File: src/rtl/anim_pkg.sv
// anim_pkg: shared constants for the animation datapath.
//   - command code width, sprite size, pixel coordinate widths
//   - FSM state encodings
//   - waypoint (node) coordinate lookup helpers
package anim_pkg;

  localparam int CODE_W = 3;
  localparam int SPRITE = 4;
  localparam int X_W    = 8;
  localparam int Y_W    = 7;

  typedef logic [2:0] state_t;

  localparam state_t ST_IDLE      = 3'd0;
  localparam state_t ST_STEP_WAIT = 3'd1;
  localparam state_t ST_T_ERASE   = 3'd2;
  localparam state_t ST_T_MOVE    = 3'd3;
  localparam state_t ST_T_DRAW    = 3'd4;
  localparam state_t ST_T_WAIT    = 3'd5;
  localparam state_t ST_DONE      = 3'd6;

  // Top-left corner of the coin sprite at each waypoint.
  function automatic logic [X_W-1:0] node_x(input logic [CODE_W-1:0] k);
    logic [X_W-1:0] r;
    case (k)
      3'd0:    r = 8'd8;
      3'd1:    r = 8'd40;
      3'd2:    r = 8'd72;
      3'd3:    r = 8'd104;
      3'd4:    r = 8'd136;
      3'd5:    r = 8'd136;
      3'd6:    r = 8'd72;
      default: r = 8'd8;
    endcase
    return r;
  endfunction

  function automatic logic [Y_W-1:0] node_y(input logic [CODE_W-1:0] k);
    logic [Y_W-1:0] r;
    case (k)
      3'd0, 3'd1, 3'd2, 3'd3, 3'd4: r = 7'd56;
      default:                      r = 7'd24;
    endcase
    return r;
  endfunction

endpackage

File: src/rtl/anim_frame_ticker.sv
// anim_frame_ticker: free-running frame counter (0..DIV-1) with a one-cycle
// tick strobe in the cycle the counter wraps.
//   clock  - system clock
//   resetn - synchronous active-low reset (counter back to 0)
//   tick   - frame tick strobe
// Build option: ANIM_FAST_SIM_EN forces the divider to 4 cycles for
// simulation; otherwise FRAME_DIV is used.
module anim_frame_ticker #(
  parameter int FRAME_DIV = 833333
) (
  input  logic clock,
  input  logic resetn,
  output logic tick
);

`ifdef ANIM_FAST_SIM_EN
  localparam int DIV = 4;
`else
  localparam int DIV = FRAME_DIV;
`endif

  localparam int CW = (DIV > 1) ? $clog2(DIV) : 1;
  localparam logic [CW-1:0] LAST = CW'(DIV - 1);

  logic [CW-1:0] cnt;

  always_ff @(posedge clock) begin
    if (!resetn) begin
      cnt <= '0;
    end else if (cnt == LAST) begin
      cnt <= '0;
    end else begin
      cnt <= cnt + 1'b1;
    end
  end

  assign tick = (cnt == LAST);

endmodule

File: src/rtl/anim_datapath.sv
// anim_datapath: responder for the animation command interface. Executes
// timed step pauses and coin-sprite travel moves, plotting erase/redraw
// bursts to the VGA adapter one pixel of motion per frame.
//   clock, resetn         - system clock, synchronous active-low reset
//   step, travel          - command codes (0 = none)
//   done_step/done_travel - one-cycle completion pulses
//   busy                  - high whenever not IDLE
//   x, y, colour, plot    - VGA pixel write port
// Build option: ANIM_FAST_SIM_EN (see anim_frame_ticker).
//
// state      | meaning
// -----------+-------------------------------------------------
// IDLE       | waiting for a new step or travel code
// STEP_WAIT  | counting down step*STEP_UNIT frame ticks
// T_ERASE    | 16-pixel burst in BG_COLOUR at current position
// T_MOVE     | move one pixel toward target (x first, then y)
// T_DRAW     | 16-pixel burst in COIN_COLOUR at new position
// T_WAIT     | hold until next frame tick
// DONE       | one-cycle done pulse for the command just served
module anim_datapath
  import anim_pkg::*;
#(
  parameter int         FRAME_DIV   = 833333,
  parameter int         STEP_UNIT   = 30,
  parameter logic [2:0] COIN_COLOUR = 3'b110,
  parameter logic [2:0] BG_COLOUR   = 3'b000
) (
  input  logic              clock,
  input  logic              resetn,
  input  logic [CODE_W-1:0] step,
  input  logic [CODE_W-1:0] travel,
  output logic              done_step,
  output logic              done_travel,
  output logic              busy,
  output logic [X_W-1:0]    x,
  output logic [Y_W-1:0]    y,
  output logic [2:0]        colour,
  output logic              plot
);

  localparam int TCW = $clog2(7 * STEP_UNIT + 1);

  state_t            state, state_nxt;
  logic              tick;
  logic [CODE_W-1:0] step_srv, travel_srv, target;
  logic [X_W-1:0]    pos_x, x_hold, x_pix, tgt_x;
  logic [Y_W-1:0]    pos_y, y_hold, y_pix, tgt_y;
  logic [2:0]        colour_hold;
  logic [TCW-1:0]    tcnt;
  logic [3:0]        pix;
  logic              is_travel;
  logic              step_new, travel_new, at_target, plotting;

  anim_frame_ticker #(.FRAME_DIV(FRAME_DIV)) u_ticker (
    .clock  (clock),
    .resetn (resetn),
    .tick   (tick)
  );

  assign step_new   = (step != '0) && (step != step_srv);
  assign travel_new = (travel != '0) && (travel != travel_srv);
  assign tgt_x      = node_x(target);
  assign tgt_y      = node_y(target);
  assign at_target  = (pos_x == tgt_x) && (pos_y == tgt_y);
  assign plotting   = (state == ST_T_ERASE) || (state == ST_T_DRAW);
  // Raster order within the sprite: pix[1:0] is dx (inner), pix[3:2] is dy.
  assign x_pix      = pos_x + {6'd0, pix[1:0]};
  assign y_pix      = pos_y + {5'd0, pix[3:2]};

  always_ff @(posedge clock) begin
    if (!resetn) begin
      state <= ST_IDLE;
    end else begin
      state <= state_nxt;
    end
  end

  always_comb begin
    state_nxt = state;
    case (state)
      ST_IDLE: begin
        if (step_new) begin
          state_nxt = ST_STEP_WAIT;
        end else if (travel_new) begin
          if ((pos_x == node_x(travel)) && (pos_y == node_y(travel))) begin
            state_nxt = ST_DONE;
          end else begin
            state_nxt = ST_T_ERASE;
          end
        end
      end
      ST_STEP_WAIT: if (tcnt == '0) state_nxt = ST_DONE;
      ST_T_ERASE:   if (pix == 4'd15) state_nxt = ST_T_MOVE;
      ST_T_MOVE:    state_nxt = ST_T_DRAW;
      ST_T_DRAW: begin
        if (pix == 4'd15) state_nxt = at_target ? ST_DONE : ST_T_WAIT;
      end
      ST_T_WAIT:    if (tick) state_nxt = ST_T_ERASE;
      ST_DONE:      state_nxt = ST_IDLE;
      default:      state_nxt = ST_IDLE;
    endcase
  end

  always_comb begin
    busy        = (state != ST_IDLE);
    plot        = plotting;
    done_step   = (state == ST_DONE) && !is_travel;
    done_travel = (state == ST_DONE) && is_travel;
    x           = plotting ? x_pix : x_hold;
    y           = plotting ? y_pix : y_hold;
    colour      = colour_hold;
    if (state == ST_T_ERASE) colour = BG_COLOUR;
    if (state == ST_T_DRAW)  colour = COIN_COLOUR;
  end

  always_ff @(posedge clock) begin
    if (!resetn) begin
      step_srv    <= '0;
      travel_srv  <= '0;
      target      <= '0;
      pos_x       <= node_x(3'd0);
      pos_y       <= node_y(3'd0);
      tcnt        <= '0;
      pix         <= '0;
      is_travel   <= 1'b0;
      x_hold      <= '0;
      y_hold      <= '0;
      colour_hold <= '0;
    end else begin
      if (step == '0)   step_srv   <= '0;
      if (travel == '0) travel_srv <= '0;
      case (state)
        ST_IDLE: begin
          pix <= '0;
          if (step_new) begin
            step_srv  <= step;
            tcnt      <= TCW'(step * STEP_UNIT);
            is_travel <= 1'b0;
          end else if (travel_new) begin
            travel_srv <= travel;
            target     <= travel;
            is_travel  <= 1'b1;
          end
        end
        ST_STEP_WAIT: begin
          if (tick && (tcnt != '0)) tcnt <= tcnt - 1'b1;
        end
        ST_T_ERASE, ST_T_DRAW: begin
          pix         <= pix + 4'd1;
          x_hold      <= x_pix;
          y_hold      <= y_pix;
          colour_hold <= (state == ST_T_DRAW) ? COIN_COLOUR : BG_COLOUR;
        end
        ST_T_MOVE: begin
          if (pos_x < tgt_x)      pos_x <= pos_x + 1'b1;
          else if (pos_x > tgt_x) pos_x <= pos_x - 1'b1;
          else if (pos_y < tgt_y) pos_y <= pos_y + 1'b1;
          else if (pos_y > tgt_y) pos_y <= pos_y - 1'b1;
        end
        default: ;
      endcase
    end
  end

endmodule

File: config.mk
export PLATFORM = sky130hd
export DESIGN_NAME = anim_datapath
export DESIGN_NICKNAME = d
export VERILOG_FILES = /design/src/rtl/anim_pkg.sv /design/src/rtl/anim_frame_ticker.sv /design/src/rtl/anim_datapath.sv
export SDC_FILE = /design/constraint.sdc
export NUM_CORES = 1
export LEC_CHECK = 0
export BUFFER_PORTS_ARGS = -buffer_cell sky130_fd_sc_hd__buf_2
export CELL_PAD_IN_SITES_DETAIL_PLACEMENT = 1
export CELL_PAD_IN_SITES_GLOBAL_PLACEMENT = 1
export CORE_MARGIN = 4
export CORE_UTILIZATION = 42
export CTS_CLUSTER_DIAMETER = 150
export CTS_CLUSTER_SIZE = 16
export DETAILED_ROUTE_END_ITERATION = 8
export PLACE_DENSITY = 0.87
export SETUP_SLACK_MARGIN = 0.3
export SYNTH_ARGS = -nofsm -noshare
export SYNTH_HDL_FRONTEND = slang
export SYNTH_HIERARCHICAL = 1
export SYNTH_SLANG_ARGS = --single-unit
File: constraint.sdc
create_clock -name clock -period 2.7 [get_ports clock]
set_input_delay 0.27 -clock clock [delete_from_list [all_inputs] [get_ports clock]]
set_output_delay 0.27 -clock clock [all_outputs]
set_load 0.05 [all_outputs]
* Word-level counts from Yosys, hierarchy flattened
Index checks and enable logic that the tools add are counted.
** Storage, ports and cells
- Output and inout bits :: 22
- Register bits after elaboration :: 78
- Input bits :: 8
** Cells by class
- Bitwise operators :: 4
- Multipliers :: 1
- Muxes and demuxes :: 41
- Add/sub/neg operators :: 9
- Reduce and logical (&&, ||, !) cells :: 37
- Eq/ne operators :: 33
- $lt $le $gt $ge :: 4
** Operator list (number)
- 8-bit 2-to-1 mux :: 8
- 8-bit one-hot mux with 4 select lines :: 2
- 3-bit 2-to-1 mux :: 17
- 7-bit 2-to-1 mux :: 6
- 3-bit equality test (second input constant) :: 9
- 20-bit by 1-bit adder with 20-bit output (second input constant) :: 1
- 20-bit equality test (second input constant) :: 1
- 3-bit by 2-bit equality test with 1-bit output (second input constant) :: 6
- 3-bit one-hot mux with 6 select lines :: 1
- 8-bit equality test :: 2
- 8-bit one-hot mux with 2 select lines :: 1
- 8-bit by 1-bit subtractor with 8-bit output (second input constant) :: 2
- 7-bit equality test :: 2
- 3-bit logical NOT :: 4
- 6-bit 2-to-1 mux :: 2
- 2-bit OR reduction :: 6
- 2-bit nonzero test :: 5
- 5-bit OR reduction :: 2
- 3-bit by 1-bit equality test with 1-bit output (second input constant) :: 3
- 3-bit nonzero test :: 3
- 8-bit by 1-bit adder with 8-bit output (second input constant) :: 1
- 8-bit by 2-bit adder with 8-bit output :: 1
- 8-bit > comparator :: 1
- 8-bit logical NOT :: 1
- other kinds (25) :: 42

* Depth between registers and ports, before layout
Gate-level depths: netlist of the first run.
- Depth after elaboration :: 12
- Gate-level depth with buffers :: 12
- Mapped depth without buffers :: 12

* By module
Netlist of the first run, hierarchy kept.
** Modules (own cells, without submodules)
- anim_datapath :: area an instance 3907.5 sq um, cells each 482, instances 1, sequential area each 1121.1 sq um
- anim_frame_ticker :: area an instance 972.2 sq um, cells each 109, instances 1, sequential area each 400.4 sq um

* Worst setup path before layout of the first run
OpenSTA, ideal clock, no wires.
- Kind :: reg2reg
- Start :: register target[2]
- End :: register pos_x[7]
- Required time :: 2.628 ns
- Cell stages (with the launch flop) :: 13
- Clock period less this slack :: 2.690 ns
- Arrival :: 2.618 ns
- Library setup time :: 0.072 ns
- Path slack :: 0.010 ns
- Path through :: dfxtp_1 nand2b_1 ha_1 o21a_1 o211ai_1 nand2_1 ha_1 a21oi_1 o31ai_1 a21o_1 o31ai_1 mux2i_1 mux2i_1
** Between the ends
- Cells in the longest elaborated chain, start to end :: 6
** Ends and longest elaborated chain
- start, declared :: RTL line anim_datapath.sv:45 : logic [CODE_W-1:0] step_srv, travel_srv, target;
- start signal, assigned :: RTL line anim_datapath.sv:141 : target <= travel;
- 3-bit by 2-bit equality test with 1-bit output or 3-bit equality test (tied branches) :: RTL line anim_pkg.sv:25 : case (k)
- 2-bit OR reduction (no line)
- 8-bit one-hot mux with 4 select lines * :: RTL line anim_pkg.sv:25
- 8-bit < comparator or 8-bit > comparator (tied branches) :: RTL line anim_datapath.sv:155, anim_datapath.sv:156
- 2-bit nonzero test (no line)
- 2-bit AND reduction (no line)
- end signal, assigned :: RTL line anim_datapath.sv:121 : pos_x <= node_x(3'd0);
- end signal, assigned :: RTL line anim_datapath.sv:155 : if (pos_x < tgt_x) pos_x <= pos_x + 1'b1;
- end signal, assigned :: RTL line anim_datapath.sv:156 : else if (pos_x > tgt_x) pos_x <= pos_x - 1'b1;
- end, declared :: RTL line anim_datapath.sv:46 : logic [X_W-1:0] pos_x, x_hold, x_pix, tgt_x;
Mark *: on every way between the ends. The rest lies on a longest branch, timed or not.
A chain may end at the register's enable or synchronous reset.

* Final worst setup path of the first run
Ends and elaborated chain as after synthesis.

==> out/qor.log, run 1 <==
INFO  power_and_ir_drop cellInternalPower=0.00329W
INFO  global_route   wire_length_of_the_first_global_routing_pass=22900um
INFO  logic_synthesis synthCells=591
INFO  final_layout   seq_area=0.00155mm^2
INFO  final_layout   post_layout_nonfiller_instances=794
INFO  detailed_routing remaining_drc_errors=0
INFO  worst_setup_path critical_path_cell_list=nand2b_4, ha_4, o21a_1, o211ai_1, nand2_2, ha_4, a21oi_4, o31ai_2, a21o_1, o31ai_2, mux2i_1, mux2i_1
INFO  worst_setup_path timing.critical_path.slowest_stage_cell=sky130_fd_sc_hd__dfxtp_2
INFO  status         violations=setup timing
INFO  clock_network  cts_sinks=76
INFO  clock_network  cts.reportedPaths.clkPinSlew=0.06ns
INFO  status         run_status=complete, but fails checks
INFO  logic_synthesis synthFlopType=sky130_fd_sc_hd__dfxtp_1
INFO  logic_synthesis synth_enable_flop_cells=0
INFO  logic_synthesis synth_top_family_by_area=simple AND/OR/NAND/NOR gates
INFO  worst_setup_path cpPeakStageDelay=0.35ns
INFO  detailed_routing num_vias=4534
INFO  flow_run       max-cap-violations=0
INFO  min_path       hold-path-cell-count=3
INFO  detailed_routing first_iter_violations=213
INFO  clock_network  tritoncts.num_buffers=9
INFO  global_route   grt_remaining_overflow=0
INFO  place          port_buffers=28
INFO  detailed_routing drtPass1Iterations=4
INFO  worst_setup_path crit_arrival=3.06ns
INFO  logic_synthesis synth_seq_cells=76
INFO  logic_synthesis synth.net_count=637
INFO  timing         setup_viol=1
INFO  logic_synthesis cell_types_occupying_the_most_area_after_synthesis=sky130_fd_sc_hd__dfxtp_1 (31%), sky130_fd_sc_hd__ha_1 (7.9%), sky130_fd_sc_hd__xnor2_1 (5.0%)
INFO  timing         worst-slew-pin-transition=0.633ns
INFO  timing         final_max_slew_viol_count=0
INFO  global_route   maximum_number_of_pins_on_one_net_before_global_route_repair=32
INFO  logic_synthesis synth_fa_ha_area_share=11.2%
INFO  timing         unrepaired_setup_endpoints_after_global_routing=yes
INFO  timing         min_setup_slack_post_route=-0.0848ns
INFO  timing         max-slew-margin-rel=57.4%
INFO  floorplan      die_h=116um
INFO  timing         final_period_minus_worst_setup_slack=2.78ns
INFO  worst_setup_path criticalPathCategory=flip-flop to flip-flop
INFO  worst_setup_path cp-end-kind=flip-flop
INFO  min_path       hold_start=step[1]
INFO  worst_setup_path setup_slack_reg_to_reg=-0.08ns
INFO  place          hpwl_detailed=9280um
INFO  logic_synthesis synth.area.mux_share=2.97%
INFO  detailed_routing drt.antenna.violating_nets=0
INFO  clock_network  cell_at_the_root_of_the_clock_tree=sky130_fd_sc_hd__clkbuf_16
INFO  logic_synthesis synth.yosys.seq_area_share=31.2%
INFO  final_layout   multi_input_area=0.00347mm^2
INFO  place          numPlacedInstances=754
INFO  power_and_ir_drop power_switching_share=44.7%
INFO  timing         hold_violation_count_in_the_final_report=0
INFO  clock_network  clk_latency=0.35ns
INFO  worst_setup_path worstPathMaxFanout=6
INFO  min_path       end_of_the_worst_hold_path=step_srv[1]
INFO  logic_synthesis async_reset_ff_share=0%
INFO  detailed_routing wl=15200um
INFO  logic_synthesis synth_most_common_cell=sky130_fd_sc_hd__dfxtp_1
INFO  worst_setup_path terminus_of_the_critical_flop_to_flop_path=pos_x[7]
INFO  floorplan      start_util=42.7%
INFO  timing         highest_clock_rate=0.359GHz
INFO  logic_synthesis syn-mean-instance-area=8.26um^2
INFO  power_and_ir_drop net_switching_power=0.00266W
INFO  final_layout   fillers=1333
INFO  worst_setup_path data_required_critical_path=2.98ns
INFO  detailed_routing routed_via_density=5.71
INFO  logic_synthesis synth_area_in_simple_gates=25.3%
INFO  floorplan      die_w=116um
INFO  floorplan      rows=39
INFO  worst_setup_path timing.critical_path.from_type=flip-flop
INFO  global_route   number_of_global_route_vias_before_repair=4693
INFO  logic_synthesis synth_warnings=6
INFO  min_path       worstHoldPathType=input pin to flip-flop
INFO  clock_network  clock_tree_from_tritoncts=built
INFO  power_and_ir_drop comb_power_share=53.1%
INFO  final_layout   area_growth=26.7%
INFO  worst_setup_path worst_r2r_path_depth=12
INFO  logic_synthesis netlist_area_pre_place=0.00488mm^2
INFO  final_layout   final_area=0.00618mm^2
INFO  logic_synthesis synth.cells.most_frequent=sky130_fd_sc_hd__dfxtp_1 (76), sky130_fd_sc_hd__nor2_1 (65), sky130_fd_sc_hd__a21oi_1 (42)
INFO  power_and_ir_drop static-leakage-power=2.48nW
INFO  logic_synthesis synth_compound_gate_area_share=16.0%
INFO  power_and_ir_drop power_density=962mW/mm^2
INFO  place          gp_routability_congestion=0.834
INFO  global_route   groute.usage.overall=21.3%
INFO  global_route   grt_antenna_before_repair=0
INFO  logic_synthesis post_synthesis_share_of_cell_area_spent_on_xor_and_xnor_gates=8.08%
INFO  worst_setup_path r2r-start=target[2]
INFO  logic_synthesis synth_cell_type_count=65
INFO  floorplan      design.portCount=30
INFO  detailed_routing average_wire_per_standard_cell=19.2um
INFO  timing         skew=0.00396ns
INFO  clock_network  htree_num_levels=3
INFO  floorplan      die-area=0.0134mm^2
INFO  final_layout   antennaDiodeCount=0
INFO  power_and_ir_drop seq_power_share=24.7%
INFO  final_layout   nets=692
INFO  final_layout   final_layout_size_suffix_gt1_share=26.9%
INFO  timing         timing.final.crit_share=103%
INFO  clock_network  ctsLongestPathBuffers=2
INFO  place          placed_cell_area=0.00536mm^2
INFO  logic_synthesis netlist.top_cell.by_area=sky130_fd_sc_hd__dfxtp_1
INFO  power_and_ir_drop clock_power_share=22.2%
INFO  power_and_ir_drop power.ir.vdd_worst=788uV
INFO  floorplan      fp.coreArea=0.0114mm^2
INFO  logic_synthesis synth_largest_type_area_fraction=31.2%
[worst max-delay path by stage]
stage,slack [ns],to,start,cells after the start
after global placement,0.07,pos_x[7],target[2],12
after floorplan,0.14,pos_x[7],target[2],12
final,-0.08,pos_x[7],target[2],12
after CTS,-0.05,pos_x[7],target[2],12
after detailed placement,-0.1,pos_x[7],target[2],12
after global routing,-0.22,pos_x[7],target[2],12
[cell type report]
type                            count  area share [%]
Multi-Input combinational cell    454            56.0
Sequential cell                    76            25.1
Timing Repair Buffer               76            9.10
Clock buffer                       11            3.92
Tap cell                          143            2.89
Inverter                           29            1.76
Clock inverter                      5            1.21
[flip-flops by register name, indices dropped and copies added, names as in the netlist, 4 cells and up]
signal / count
pos_y: 7
x_hold: 8
pix: 4
tcnt: 8
u_ticker/cnt: 20
y_hold: 7
pos_x: 8
[critical path: cells and delay by family (launching register included)]
| family | cells | cell delay (ns) |
|---|---|---|
| simple gates | 2 | 0.38 |
| compound gates | 6 | 1.00 |
| fa+ha+maj | 2 | 0.52 |
| mux | 2 | 0.48 |
| flops | 1 | 0.35 |
[routing by layer]
| layer | GRT usage, % | part of all wire [%] | vias up |
|---|---|---|---|
| met5 | 0 | 0 | - |
| met4 | 5.72 | 3.4 | 0 |
| met3 | 4.96 | 3.6 | 43 |
| met2 | 40.8 | 53 | 94 |
| met1 | 23.4 | 40 | 2239 |
| li1 | - | - | 2158 |
[cells in the final DEF (no fill, tap or decap), types with 6 or more instances in the layout]
| master | netlist | layout |
|---|---|---|
| sky130_fd_sc_hd__nand3_1 | 16 | 16 |
| sky130_fd_sc_hd__xnor2_1 | 28 | 26 |
| sky130_fd_sc_hd__and2_1 | 21 | 21 |
| sky130_fd_sc_hd__a21oi_2 | 2 | 16 |
| sky130_fd_sc_hd__dfxtp_4 | 0 | 6 |
| sky130_fd_sc_hd__nor2b_1 | 16 | 16 |
| sky130_fd_sc_hd__a21oi_1 | 42 | 27 |
| sky130_fd_sc_hd__xor2_1 | 17 | 17 |
| sky130_fd_sc_hd__mux2i_1 | 10 | 9 |
| sky130_fd_sc_hd__nand4_1 | 7 | 7 |
| sky130_fd_sc_hd__buf_4 | 2 | 42 |
| sky130_fd_sc_hd__o21ai_0 | 22 | 17 |
| sky130_fd_sc_hd__nor4_1 | 7 | 7 |
| sky130_fd_sc_hd__ha_4 | 0 | 10 |
| sky130_fd_sc_hd__nor3_1 | 14 | 13 |
| sky130_fd_sc_hd__ha_1 | 31 | 21 |
| sky130_fd_sc_hd__a21o_1 | 8 | 8 |
| sky130_fd_sc_hd__o211ai_1 | 8 | 8 |
| sky130_fd_sc_hd__nand2b_1 | 12 | 10 |
| sky130_fd_sc_hd__inv_1 | 28 | 27 |
| sky130_fd_sc_hd__clkbuf_16 | 0 | 9 |
| sky130_fd_sc_hd__dfxtp_1 | 76 | 65 |
| sky130_fd_sc_hd__nand2_1 | 41 | 38 |
| sky130_fd_sc_hd__buf_6 | 1 | 8 |
| sky130_fd_sc_hd__nor2_1 | 65 | 62 |
| sky130_fd_sc_hd__buf_2 | 6 | 23 |
[through the flow]
step                      hold WS, ns  TNS, ns  util, %  setup WS (ns)  total power, W
after detailed placement        0.466   -0.182     46.9        -0.0960         0.00430
after floorplan                 0.402        0        -          0.135         0.00364
final                           0.254  -0.0848     54.2        -0.0848         0.00595
after global placement          0.452        0     46.9         0.0736         0.00415
after global routing            0.271   -0.430     54.2         -0.216         0.00630
after CTS                       0.242  -0.0503     52.0        -0.0503         0.00579
[timing repair]
action | in CTS | in global routing
pin swaps | 21 | 23
buffers inserted | 13 | 10
endpoints found under the setup margin | 27 | 34
gates cloned | 1 | 0
gates resized for setup | 43 | 36
hold buffers | 0 | 0
[power by group through the flow]
stage / Sequential (W) / Combinational, W / Clock [W]
floorplan: 0.00144 / 0.00219 / 0
global route: 0.00149 / 0.00342 / 0.00139
CTS: 0.00147 / 0.00298 / 0.00135
detailed placement: 0.00149 / 0.00281 / 0
global placement: 0.00147 / 0.00268 / 0
finish: 0.00147 / 0.00316 / 0.00132
[cell families (layout without fill, tap and decap cells)]
kind of cell    count (synthesis)  in the layout
compound gates                120            121
xor+xnor                       45             45
fa+ha+maj                      40             40
buf+inv                        62            121
flops                          76             76
mux                            14             14
other cells                     1              1
simple gates                  233            233
(Power assumes the default switching activity.)
==> run 2: changes to the inputs <==
--- a/config.mk
+++ b/config.mk
@@ -9,11 +9,11 @@
 export CELL_PAD_IN_SITES_DETAIL_PLACEMENT = 1
 export CELL_PAD_IN_SITES_GLOBAL_PLACEMENT = 1
 export CORE_MARGIN = 4
-export CORE_UTILIZATION = 42
+export CORE_UTILIZATION = 45
 export CTS_CLUSTER_DIAMETER = 150
 export CTS_CLUSTER_SIZE = 16
 export DETAILED_ROUTE_END_ITERATION = 8
-export PLACE_DENSITY = 0.87
+export PLACE_DENSITY = 0.88
 export SETUP_SLACK_MARGIN = 0.3
 export SYNTH_ARGS = -nofsm -noshare
 export SYNTH_HDL_FRONTEND = slang
==> constraint.sdc (replaced) <==
create_clock -name clock -period 3.52 [get_ports clock]
set_input_delay 0.352 -clock clock [delete_from_list [all_inputs] [get_ports clock]]
set_output_delay 0.352 -clock clock [all_outputs]
set_load 0.05 [all_outputs]
==> out/qor.log, run 2 (synthesized netlist as in run 1, its figures left out) <==
INFO  power_and_ir_drop comb_power_share=52.7% [-0.4 points]
INFO  floorplan      die_h=112um [-3.2%]
INFO  detailed_routing first_iter_violations=144 [-32%]
INFO  timing         unrepaired_setup_endpoints_after_global_routing=no
INFO  worst_setup_path cp-end-kind=flip-flop
INFO  clock_network  htree_num_levels=3 [unchanged]
INFO  timing         timing.final.crit_share=82.8% [-20 points]
INFO  detailed_routing average_wire_per_standard_cell=15.6um [-19%]
INFO  floorplan      start_util=46.6% [+3.9 points]
INFO  global_route   grt_remaining_overflow=0 [unchanged]
INFO  flow_run       max-cap-violations=0 [unchanged]
INFO  final_layout   layout.cells.most_common=sky130_fd_sc_hd__dfxtp_1
INFO  worst_setup_path critical_path_cell_list=nand2b_1, ha_1, o21a_1, o211ai_1, nand2_2, ha_1, a21oi_1, o31ai_1, a21o_1, o31ai_1, mux2i_1, mux2i_1
INFO  clock_network  postCtsSetupRepairBufs=0 [-13]
INFO  detailed_routing routed_via_density=5.58 [-2.3%]
INFO  timing         final_max_slew_viol_count=0 [unchanged]
INFO  power_and_ir_drop clock_power_share=16.7% [-5.5 points]
INFO  global_route   grt_antenna_before_repair=0 [unchanged]
INFO  worst_setup_path cp.buffers_inverters=0 [unchanged]
INFO  power_and_ir_drop net_switching_power=0.00178W [-33%]
INFO  timing         hold_violation_count_in_the_final_report=0 [unchanged]
INFO  floorplan      fp.coreArea=0.0105mm^2 [-8.4%]
INFO  worst_setup_path data_required_critical_path=3.80ns [+0.82 ns]
INFO  timing         worst-slew-pin-transition=0.724ns [+0.0905 ns]
INFO  detailed_routing drt.antenna.violating_nets=0 [unchanged]
INFO  timing         setup_viol=0 [-1]
INFO  worst_setup_path timing.critical_path.from_type=flip-flop
INFO  power_and_ir_drop total_power=0.00373W [-37%]
INFO  power_and_ir_drop static-leakage-power=2.12nW [-14%]
INFO  final_layout   seq_area=0.00152mm^2 [-1.8%]
INFO  detailed_routing wl=11600um [-24%]
INFO  worst_setup_path worstPathMaxFanout=8 [+2]
INFO  floorplan      design.portCount=30 [unchanged]
INFO  worst_setup_path criticalPathCategory=flip-flop to flip-flop
INFO  final_layout   largest_register_ffs=20 [unchanged]
INFO  status         run_status=complete, no violations
INFO  final_layout   max_flop_register=u_ticker/cnt
INFO  final_layout   nets=649 [-6.2%]
INFO  timing         highest_clock_rate=0.343GHz [-4.5%]
INFO  global_route   wire_length_of_the_first_global_routing_pass=20100um [-12%]
INFO  place          hpwl_detailed=8680um [-6.5%]
INFO  clock_network  cts.reportedPaths.clkPinSlew=0.08ns [+0.02 ns]
INFO  final_layout   multi_input_area=0.00311mm^2 [-10%]
INFO  place          gp_routability_congestion=0.790 [-5.3%]
INFO  place          port_buffers=28 [unchanged]
INFO  final_layout   final_cell_mix=sky130_fd_sc_hd__dfxtp_1 (75), sky130_fd_sc_hd__nor2_1 (65), sky130_fd_sc_hd__a21oi_1 (41)
INFO  power_and_ir_drop power_switching_share=47.9% [+3.2 points]
INFO  final_layout   antennaDiodeCount=0 [unchanged]
INFO  power_and_ir_drop seq_power_share=30.7% [+6.0 points]
INFO  clock_network  ctsLongestPathBuffers=2 [unchanged]
INFO  final_layout   area_growth=8.13%
INFO  worst_setup_path cpPeakStageDelay=0.38ns [+0.03 ns]
INFO  clock_network  cell_at_the_root_of_the_clock_tree=sky130_fd_sc_hd__clkbuf_8
INFO  clock_network  tritoncts.num_buffers=9 [unchanged]
INFO  power_and_ir_drop cellInternalPower=0.00194W [-41%]
INFO  clock_network  cts_hold_repair.buffers=0 [unchanged]
INFO  global_route   groute.usage.overall=18.9% [-2.4 points]
INFO  min_path       worstHoldPathType=input pin to flip-flop
INFO  clock_network  clock_tree_from_tritoncts=built
INFO  detailed_routing num_vias=4138 [-8.7%]
INFO  timing         max-slew-margin-rel=51.3% [-6.1 points]
INFO  timing         final_period_minus_worst_setup_slack=2.92ns [+0.131 ns]
INFO  power_and_ir_drop power_density=706mW/mm^2 [-27%]
INFO  clock_network  cts_sinks=76 [unchanged]
INFO  detailed_routing remaining_drc_errors=0 [unchanged]
INFO  detailed_routing drtPass1Iterations=4 [unchanged]
INFO  global_route   number_of_global_route_vias_before_repair=4315 [-8.1%]
INFO  worst_setup_path crit_family=compound AO/OA/AOI/OAI gates
INFO  global_route   maximum_number_of_pins_on_one_net_before_global_route_repair=36 [+13%]
INFO  clock_network  post_cts_resize_count=0 [-100%]
INFO  floorplan      rows=37 [-5.1%]
INFO  floorplan      die-area=0.0126mm^2 [-6.2%]
INFO  worst_setup_path timing.critical_path.slowest_stage_cell=sky130_fd_sc_hd__ha_1
INFO  timing         skew=0.0104ns [+0.00641 ns]
INFO  worst_setup_path crit_arrival=3.20ns [+0.14 ns]
INFO  final_layout   final_layout_size_suffix_gt1_share=11.9% [-15 points]
INFO  clock_network  clk_latency=0.35ns [about the same]
INFO  power_and_ir_drop power.ir.vdd_worst=546uV [-31%]
INFO  timing         hold-worst-slack=0.331ns [+0.0774 ns]
INFO  timing         fin_tns_setup=0ns [+0.0848 ns]
INFO  floorplan      die_w=112um [-3.2%]
INFO  final_layout   fillers=1307 [-2.0%]
==> run 2: cell types whose count changed in the layout (fill, tap and decap cells not counted), sizes merged <==
cell / delta
clkinv: -1
buf: -41
bufinv: -2
o22a: -1
==> run 2: area by class of cell <==
class	count	share of cell area (%)
tap	136	3.23
clock inverter	2	0.190
inverter	29	2.06
sequential	76	28.9
timing repair buffer	34	3.51
clock buffer	12	3.13
multi-input combinational	453	59.0
==> run 2: metal layers <==
metal / GRT usage [%] / share of wire [%] / vias up
met2: 33.5 / 50 / 45
met1: 22.9 / 46 / 2023
met3: 4.42 / 3.6 / 8
met5: 0 / 0 / -
met4: 5.21 / 0.88 / 0
li1: - / - / 2062
==> run 2: path summary, 6_finish.rpt <==
check	start	end	slack (ns)	cells past startpoint
setup / recovery	target[2]	pos_x[7]	0.60	12
hold / removal	step[1]	step_srv[1]	0.33	3
setup reg to reg	target[2]	pos_x[7]	0.60	12
hold reg to reg	step_srv[1]	step_srv[1]	0.49	2
==> run 2: worst min-delay path, stage by stage <==
cell and delay [ns]:
sky130_fd_sc_hd__buf_2 0.16, sky130_fd_sc_hd__nand2_1 0.07, sky130_fd_sc_hd__a21oi_1 0.05
==> run 2: power groups by stage <==
stage | clock, W | sequential (W) | combinational (W)
final | 0.000621 | 0.00114 | 0.00196
after global routing | 0.000677 | 0.00117 | 0.00213
after CTS | 0.000639 | 0.00114 | 0.00197
after detailed placement | 0 | 0.00116 | 0.00196
after global placement | 0 | 0.00115 | 0.00186
after floorplan | 0 | 0.00110 | 0.00159
==> run 2: stage by stage <==
step | std cells | utilization [%] | instance area [um^2] | worst slack, ns
final | 742 | 50.4 | 5280 | 0.604
after global routing | 742 | 50.4 | 5280 | 0.322
after CTS | 742 | 50.4 | 5270 | 0.469
after detailed placement | 728 | 48.7 | 5090 | 0.489
after global placement | 728 | 48.7 | 5090 | 0.706
after floorplan | 591 | - | 4880 | 0.830
==> run 3: changes to the inputs <==
==> constraint.sdc (replaced) <==
create_clock -name clock -period 2.9 [get_ports clock]
set_input_delay 0.29 -clock clock [delete_from_list [all_inputs] [get_ports clock]]
set_output_delay 0.29 -clock clock [all_outputs]
set_load 0.05 [all_outputs]
==> out/qor.log, run 3 (synthesized netlist as in run 1, its figures left out) <==
INFO  status         run_status=complete, but fails checks
INFO  status         violations=setup timing
INFO  worst_setup_path cpPeakStageDelay=0.39ns [about the same]
INFO  clock_network  clock_tree_from_tritoncts=built
INFO  floorplan      die-area=0.0126mm^2 [unchanged]
INFO  worst_setup_path timing.critical_path.slowest_stage_cell=sky130_fd_sc_hd__fa_2
INFO  final_layout   final_area=0.00587mm^2 [+11%]
INFO  floorplan      die_w=112um [unchanged]
INFO  detailed_routing wl=15200um [+32%]
INFO  worst_setup_path crit_family=adder cells
INFO  timing         final_period_minus_worst_setup_slack=3.06ns [+0.142 ns]
INFO  clock_network  ctsLongestPathBuffers=2 [unchanged]
INFO  final_layout   nets=690 [+6.3%]
INFO  place          numPlacedInstances=739 [+1.5%]
INFO  timing         highest_clock_rate=0.327GHz [-4.7%]
INFO  detailed_routing first_iter_violations=256 [+78%]
INFO  final_layout   final_cell_mix=sky130_fd_sc_hd__dfxtp_1 (67), sky130_fd_sc_hd__nor2_1 (64), sky130_fd_sc_hd__buf_4 (43)
INFO  detailed_routing remaining_drc_errors=0 [unchanged]
INFO  clock_network  htree_num_levels=3 [unchanged]
INFO  final_layout   final_layout_size_suffix_gt1_share=23.8% [+12 points]
INFO  floorplan      design.portCount=30 [unchanged]
INFO  worst_setup_path cpMostUsedCell=sky130_fd_sc_hd__buf_6
INFO  place          hpwl_detailed=9330um [+7.5%]
INFO  final_layout   max_flop_register=u_ticker/cnt
INFO  power_and_ir_drop power_density=887mW/mm^2 [+26%]
INFO  final_layout   layout.cells.most_common=sky130_fd_sc_hd__dfxtp_1
INFO  clock_network  cts_sinks=76 [unchanged]
INFO  worst_setup_path worstPathMaxFanout=4 [-4]
INFO  timing         hold_violation_count_in_the_final_report=0 [unchanged]
INFO  place          gp_routability_congestion=0.806 [+2.0%]
INFO  worst_setup_path data_required_critical_path=3.20ns [-0.60 ns]
INFO  power_and_ir_drop static-leakage-power=2.38nW [+12%]
INFO  global_route   grt_antenna_before_repair=1 [+1]
INFO  timing         final_max_slew_viol_count=0 [unchanged]
INFO  min_path       worstHoldPathType=input pin to flip-flop
INFO  global_route   number_of_global_route_vias_before_repair=4885 [+13%]
INFO  worst_setup_path crit_arrival=3.36ns [+0.16 ns]
INFO  global_route   wire_length_of_the_first_global_routing_pass=24200um [+20%]
INFO  worst_setup_path cp.buffers_inverters=5 [+5]
INFO  worst_setup_path r2r-start=target[2]
INFO  clock_network  cts.reportedPaths.clkPinSlew=0.09ns [about the same]
INFO  timing         setup_viol=3 [+3]
INFO  floorplan      rows=37 [unchanged]
INFO  worst_setup_path critical_path_cell_list=buf_4, nand2_1, nand2_1, ha_1, o211ai_1, nand2_2, buf_6, buf_6, buf_6, fa_2, a21o_1, a21oi_2, buf_4, xnor2_2, mux2i_1, nor2b_1
INFO  worst_setup_path critical_path.startpoint=target[2]
INFO  detailed_routing drtPass1Iterations=5 [+1]
INFO  worst_setup_path criticalPathCategory=flip-flop to flip-flop
INFO  detailed_routing routed_via_density=5.84 [+4.6%]
INFO  place          port_buffers=28 [unchanged]
INFO  floorplan      fp.coreArea=0.0105mm^2 [unchanged]
INFO  clock_network  tritoncts.num_buffers=9 [unchanged]
INFO  final_layout   area_growth=20.3%
INFO  timing         skew=0.0134ns [+0.00305 ns]
INFO  timing         worst-slew-pin-transition=0.684ns [-0.0394 ns]
INFO  timing         hold-worst-slack=0.239ns [-0.0922 ns]
INFO  worst_setup_path timing.critical_path.from_type=flip-flop
INFO  detailed_routing drt.antenna.violating_nets=0 [unchanged]
INFO  final_layout   post_layout_nonfiller_instances=784 [+5.7%]
INFO  final_layout   finish.utilization=56.1% [+5.7 points]
INFO  final_layout   largest_register_ffs=20 [unchanged]
INFO  floorplan      die_h=112um [unchanged]
INFO  detailed_routing num_vias=4575 [+11%]
INFO  timing         max-slew-margin-rel=54.4% [+3.1 points]
INFO  timing         timing.final.crit_share=105% [+23 points]
INFO  power_and_ir_drop power.ir.vdd_worst=861uV [+58%]
INFO  detailed_routing average_wire_per_standard_cell=19.4um [+25%]
INFO  timing         unrepaired_setup_endpoints_after_global_routing=yes
INFO  min_path       hold_start=step[1]
INFO  final_layout   antennaDiodeCount=0 [unchanged]
INFO  floorplan      start_util=46.6% [unchanged]
INFO  global_route   groute.usage.overall=23.5% [+4.6 points]
INFO  global_route   maximum_number_of_pins_on_one_net_before_global_route_repair=41 [+14%]
INFO  flow_run       max-cap-violations=0 [unchanged]
INFO  place          placed_cell_area=0.00518mm^2 [+1.7%]
INFO  clock_network  clk_latency=0.37ns [+0.02 ns]
INFO  worst_setup_path setup_slack_reg_to_reg=-0.16ns [-0.76 ns]
INFO  global_route   grt_remaining_overflow=0 [unchanged]
INFO  worst_setup_path cp-end-kind=flip-flop
INFO  clock_network  cell_at_the_root_of_the_clock_tree=sky130_fd_sc_hd__clkbuf_8
INFO  timing         fin_tns_setup=-0.318ns [-0.318 ns]
INFO  timing         min_setup_slack_post_route=-0.159ns [-0.762 ns]
[run 3: changes by cell type in the layout (fill, tap and decap cells not counted), sizes merged]
cell | previous run | this run
bufinv | 0 | 1
clkbuf | 12 | 11
clkinv | 3 | 5
buf | 34 | 74
[run 3: cell type report]
class / count / area, um^2
Sequential cell: 76 / 1540
Clock buffer: 10 / 128
Inverter: 29 / 109
Multi-Input combinational cell: 453 / 3350
Tap cell: 136 / 170
Timing Repair Buffer: 75 / 523
Fill cell: 1265 / 4590
Clock inverter: 5 / 53.8
[run 3: layer usage]
metal,global-route usage [%],wire length [um],up-vias
li1,-,-,2156
met5,0,7,-
met1,26.5,6320,2269
met2,42.9,7860,107
met3,3.88,609,41
met4,10.9,447,2
[run 3: what timing repair did]
action	in CTS	in global routing
pin swaps	15	19
buffers inserted	21	9
hold buffers	0	0
gates cloned	0	0
endpoints found under the setup margin	19	18
resized for setup	36	25
[run 3: path summary, 6_finish.rpt]
kind            endpoint  depth (start not counted)
min reg2reg  step_srv[1]                          2
max             pos_x[4]                         16
max reg2reg     pos_x[4]                         16
min          step_srv[1]                          3
[run 3: per-stage QoR]
step | power [W] | worst slack, ns
2_1_floorplan | 0.00328 | 0.253
4_1_cts | 0.00492 | 0.0859
5_1_grt | 0.00551 | -0.296
3_3_place_gp | 0.00370 | 0.133
6_report | 0.00520 | -0.159
3_5_place_dp | 0.00384 | -0.174
[run 3: worst register-to-register path, stage by stage, from the launching register on]
cell and delay [ns]:
sky130_fd_sc_hd__dfxtp_2 0.34, sky130_fd_sc_hd__buf_4 0.15, sky130_fd_sc_hd__nand2_1 0.07, sky130_fd_sc_hd__nand2_1 0.08, sky130_fd_sc_hd__ha_1 0.33, sky130_fd_sc_hd__o211ai_1 0.20, sky130_fd_sc_hd__nand2_2 0.11, sky130_fd_sc_hd__buf_6 0.16
sky130_fd_sc_hd__buf_6 0.12, sky130_fd_sc_hd__buf_6 0.11, sky130_fd_sc_hd__fa_2 0.39, sky130_fd_sc_hd__a21o_1 0.22, sky130_fd_sc_hd__a21oi_2 0.20, sky130_fd_sc_hd__buf_4 0.16, sky130_fd_sc_hd__xnor2_2 0.10, sky130_fd_sc_hd__mux2i_1 0.10
sky130_fd_sc_hd__nor2b_1 0.16
[run 3: power by group]
group	internal [W]	total [W]	switching, W
clock network	0.000391	0.000808	0.000417
registers	0.00123	0.00142	0.000192
logic	0.00112	0.00297	0.00185
total	0.00275	0.00520	0.00246
